--- src/rtl/divider_pkg.sv ---
// Shared definitions for the divider/multiplier pair: FSM encoding,
// default operand widths and a constant-width helper.
package divider_pkg;

  localparam logic [1:0] ST_IDLE = 2'd0;
  localparam logic [1:0] ST_CALC = 2'd1;
  localparam logic [1:0] ST_DONE = 2'd2;

  localparam int DEF_WIDTH_A = 8;
  localparam int DEF_WIDTH_B = 4;

  // Bits needed to hold values 0..v-1.
  function automatic int clog2(input int v);
    int r;
    r = 0;
    for (int i = 0; i < 31; i++) begin
      if ((1 << i) < v) r = i + 1;
    end
    return r;
  endfunction

endpackage

--- src/rtl/general_multiplier.sv ---
// Iterative shift-and-add recombiner: P = Q*B + R, one multiplier bit per clock.
// Inverse of general_divider; the accumulator is exposed on pa for debug.
module general_multiplier
  import divider_pkg::*;
#(
  parameter int WIDTH_A = DEF_WIDTH_A,
  parameter int WIDTH_B = DEF_WIDTH_B
) (
  input  logic                       clk,
  input  logic                       reset,
  input  logic                       start,
  input  logic [WIDTH_A-1:0]         Q,
  input  logic [WIDTH_B-1:0]         B,
  input  logic [WIDTH_B-1:0]         R,
  output logic [WIDTH_A+WIDTH_B-1:0] P,
  output logic                       busy,
  output logic                       done,
  output logic                       ovf,
  output logic                       rem_ok,
  output logic [WIDTH_A+WIDTH_B-1:0] pa
);

  localparam int PW = WIDTH_A + WIDTH_B;
  localparam int CW = clog2(WIDTH_A + 1);
  localparam logic [CW-1:0] LAST_ITER = CW'(WIDTH_A - 1);

  logic [1:0]         r_state;
  logic [WIDTH_A-1:0] r_mq;
  logic [WIDTH_B-1:0] r_mb;
  logic [PW-1:0]      r_acc;
  logic [CW-1:0]      r_cnt;
  logic [PW-1:0]      r_p;
  logic               r_busy;
  logic               r_done;
  logic               r_ovf;
  logic               r_rem_ok;

  logic [PW-1:0]      w_mb_ext;
  logic [PW-1:0]      w_addend;
  logic               w_ovf;
  logic               w_rem_ok;

  // The sum never exceeds PW bits, so no carry-out is kept.
  assign w_mb_ext = {{WIDTH_A{1'b0}}, r_mb};
  assign w_addend = w_mb_ext << r_cnt;
  assign w_ovf    = |r_acc[PW-1:WIDTH_A];
  assign w_rem_ok = (B != '0) && (R < B);

  always_ff @(posedge clk or negedge reset) begin
    if (!reset) begin
      r_state  <= ST_IDLE;
      r_mq     <= '0;
      r_mb     <= '0;
      r_acc    <= '0;
      r_cnt    <= '0;
      r_p      <= '0;
      r_busy   <= 1'b0;
      r_done   <= 1'b0;
      r_ovf    <= 1'b0;
      r_rem_ok <= 1'b0;
    end else begin
      case (r_state)
        ST_IDLE: begin
          r_done <= 1'b0;
          if (start) begin
            r_mq     <= Q;
            r_mb     <= B;
            r_acc    <= {{WIDTH_A{1'b0}}, R};
            r_cnt    <= '0;
            r_rem_ok <= w_rem_ok;
            r_busy   <= 1'b1;
            r_state  <= ST_CALC;
          end
        end
        ST_CALC: begin
          if (r_mq[0]) r_acc <= r_acc + w_addend;
          r_mq  <= r_mq >> 1;
          r_cnt <= r_cnt + CW'(1);
          if (r_cnt == LAST_ITER) r_state <= ST_DONE;
        end
        ST_DONE: begin
          r_p     <= r_acc;
          r_ovf   <= w_ovf;
          r_done  <= 1'b1;
          r_busy  <= 1'b0;
          r_state <= ST_IDLE;
        end
        default: r_state <= ST_IDLE;
      endcase
    end
  end

  assign P      = r_p;
  assign busy   = r_busy;
  assign done   = r_done;
  assign ovf    = r_ovf;
  assign rem_ok = r_rem_ok;
  assign pa     = r_acc;

endmodule
--- config.mk ---
export PLATFORM = sky130hd
export DESIGN_NAME = general_multiplier
export DESIGN_NICKNAME = d
export VERILOG_FILES = /design/src/rtl/divider_pkg.sv /design/src/rtl/general_multiplier.sv
export SDC_FILE = /design/constraint.sdc
export NUM_CORES = 1
export LEC_CHECK = 0
export CORE_MARGIN = 5
export CORE_UTILIZATION = 26
export CTS_CLUSTER_SIZE = 10
export DETAILED_ROUTE_END_ITERATION = 8
export SYNTH_ARGS = -nofsm -noshare
export SYNTH_HDL_FRONTEND = slang
export SYNTH_SLANG_ARGS = --single-unit
--- constraint.sdc ---
create_clock -name clk -period 4.9 [get_ports clk]
set_input_delay 0.98 -clock clk [delete_from_list [all_inputs] [get_ports clk]]
set_output_delay 0.98 -clock clk [all_outputs]
set_load 0.02 [all_outputs]
==> impl_metrics.tcl <==
set metrics [dict create \
    ys_async_sr_fraction_pct 100.0 \
    grtUsageTotal_pct 10.42 \
    postCtsSetupBuffers 0 \
    gp_congestion 0.8253 \
    syn-num-nets 307 \
    vias 2064 \
    p_seq_share_pct 31.9 \
    worstMarginPinSlew_ns 0.8739 \
    syn_area_per_cell_sq_um 9.646 \
    vias_per_cell 4.628 \
    layout_commonest_cell "dfrtp_1" \
    ctsHoldBuffers 0 \
    ys_seq_elements 46 \
    dpl_cell_area_sq_um 3198 \
    tritoncts "done" \
    postRouteAntennaNets 0 \
    ios 47 \
    antenna_found_initial 0 \
    fmax_mhz 326.7 \
    powerDensity_nw_per_um2 681.4 \
    setup_slack_ns 1.839 \
    maxSlewHeadroom_pct 41.74 \
    fill_cells 1058 \
    core_sq_um 9819 \
    ys_seq_area_share_pct 43.87 \
    crit_arrival_ns 3.26 \
    hold_viol 0 \
    crit_buf_inv 1 \
    finalSetupTns_ns 0 \
    worst_path_max_delay_cell "or3b_2" \
    post-place-ws_ns 1.853 \
    insertion_delay_ns 0.30 \
    grt_overflow 0 \
    finalCriticalPeriod_ns 3.061 \
    grt_pass1_vias 2168 \
    switching_power_uw 959.1 \
    critPathMaxFanout 13 \
    drive_above_1_share_pct 12.14 \
    grt_first_pass_wirelength_um 10680 \
    cts_root_buffer "clkbuf_8" \
    p_sw_share_pct 42.51 \
    drcViolationCount 0 \
    clk_pin_slew_worst_paths_ns 0.09 \
    fin_crit_sh_pct 62.48 \
    grt_max_degree 47 \
    dieWidth_um 110.5 \
    hp-class "flip-flop to flip-flop" \
    slew_viol_final 0 \
    dr.pass1.iters 4 \
    numCtsBuffers 5 \
    p_int_mw 1.297 \
    fin_hold_ws_ns 0.4910 \
    initialDrtViolationCount 143 \
    cp_slowest_stage_delay_ns 0.56 \
    mostFrequentLayoutCells "dfrtp_1, clkdlybuf4s50_1, nand2_1, nor2_1, o21ai_0" \
    worstPathCellList "or3b_2 > nor3_1 > ha_1 > inv_1 > fa_1 > nor2b_1 > o21ai_2 > a21boi_2 > o311ai_0 > and3b_1 > o31ai_1" \
    p_clk_share_pct 13.0 \
    combPwrFrac_pct 55.1 \
    wl_um 6018 \
    final_design_area_no_fill_sq_um 3311 \
    routedWlPerCell_um 13.49 \
    maxCapViolCount 0 \
    yosys_warnings 0 \
    synth_area_sq_um 2624 \
    endpoint_kind "flip-flop" \
    clock-sinks 46 \
    die_h_um 110.5 \
    fin_total_pwr_mw 2.256 \
    ctsHtreeMaxLevel 2 \
    dp_hpwl_um 4589 \
    final_util_pct 33.72 \
    critPathLaunchType "flip-flop" \
    fp-row-count 36 \
    rsz0062_at_grt "no" \
    num_antenna_cells 0 \
    fin_cells 446 \
    leakage_nw 1.435 \
    initial_core_util_pct 26.72 \
    ys_types 49 \
    fin_skew_ns 0.01255 \
    worst-setup-path-type "flip-flop to flip-flop" \
    synth_ff_type "dfrtp_1" \
    clockBufferDepth 2 \
    portBuffers 46 \
    syn2layout_area_growth_pct 26.18 \
    die_area_sq_um 12200 \
    cts_resized 0 \
    finalSetupViolCount 0 \
    syn_inst 272 \
    nets 348 \
    dp.cells 439 \
    status "finished clean" \
    synth-edff-count 0 \
    critPathTopFamily "simple AND/OR/NAND/NOR gates" \
    crit_required_ns 5.10 \
    vdd_drop_max_mv 0.1979 \
]
[path summary, 6_finish.rpt]
path | slack, ns | from | cells after the start | endpoint
worst max-delay path | 1.84 | r_cnt[0] | 11 | pa[10]
worst min-delay path | 0.49 | busy | 2 | busy
worst max register to register | 1.84 | r_cnt[0] | 11 | pa[10]
worst min register to register | 0.49 | busy | 2 | busy
max in group asynchronous | 3.74 | reset | 2 | pa[4]
min in group asynchronous | 0.76 | reset | 2 | r_mq[6]
[metal layers]
| layer | wire [um] | track usage, % | part of all wire [%] |
|---|---|---|---|
| met1 | 2852 | 13.48 | 47 |
| met2 | 2718 | 17.07 | 45 |
| met3 | 368 | 2.735 | 6.1 |
| met4 | 77 | 3.120 | 1.3 |
| met5 | 0 | 0 | 0 |
[synthesized netlist by cell type, types with 4 or more instances]
| master | count | area, sq um |
|---|---|---|
| o22ai_1 | 10 | 62.56 |
| xnor2_1 | 6 | 52.55 |
| nand2_1 | 37 | 138.9 |
| nand2b_1 | 5 | 31.28 |
| buf_2 | 5 | 25.02 |
| ha_1 | 15 | 187.7 |
| nor2b_1 | 4 | 25.02 |
| nand3_1 | 4 | 20.02 |
| o21ai_0 | 18 | 90.09 |
| mux2_2 | 14 | 157.7 |
| dfrtp_1 | 46 | 1151 |
| a21oi_1 | 12 | 60.06 |
| a21o_1 | 5 | 37.54 |
| nor3_1 | 4 | 20.02 |
| nor2_1 | 27 | 101.4 |
| inv_1 | 10 | 37.54 |
| clkbuf_1 | 8 | 30.03 |
[layout make-up]
class	instances	area, sq um	area share (%)
well taps	133	166.4	5.026
repair buffers	47	462.9	13.98
clock buffers	6	82.58	2.494
flip-flops and latches	46	1151	34.77
inverters	10	37.54	1.134
clock inverters	1	30.03	0.9070
multi-input cells	203	1380	41.69
[state kept, by name (all words and copies together) (netlist names)]
| name | count |
|---|---|
| r_mb | 4 |
| r_state | 2 |
| r_cnt | 4 |
| ovf | 1 |
| pa | 12 |
| busy | 1 |
| done | 1 |
| P | 12 |
| r_mq | 8 |
| rem_ok | 1 |
[power groups by stage]
stage / clock network, mW / registers (mW) / logic [mW]
3_3_place_gp: 0 / 0.724 / 1.23
6_report: 0.293 / 0.720 / 1.24
5_1_grt: 0.317 / 0.752 / 1.39
3_5_place_dp: 0 / 0.730 / 1.25
2_1_floorplan: 0 / 0.776 / 0.814
4_1_cts: 0.306 / 0.723 / 1.26
[tightest hold or removal path: stages, from the launching register on]
cell	delay [ns]
dfrtp_1	0.36
nand2_1	0.05
nand2_1	0.06
[kinds of logic (layout without fill, tap and decap cells)]
kind of cell	after synthesis	after routing	share of synthesized area (%)
flops	46	46	43.87
xor+xnor	7	7	2.337
compound gates	68	68	17.41
buf+inv	23	64	3.529
simple gates	93	93	16.17
mux	19	19	8.774
fa+ha+maj	16	16	7.916
(Power assumes the default switching activity.)
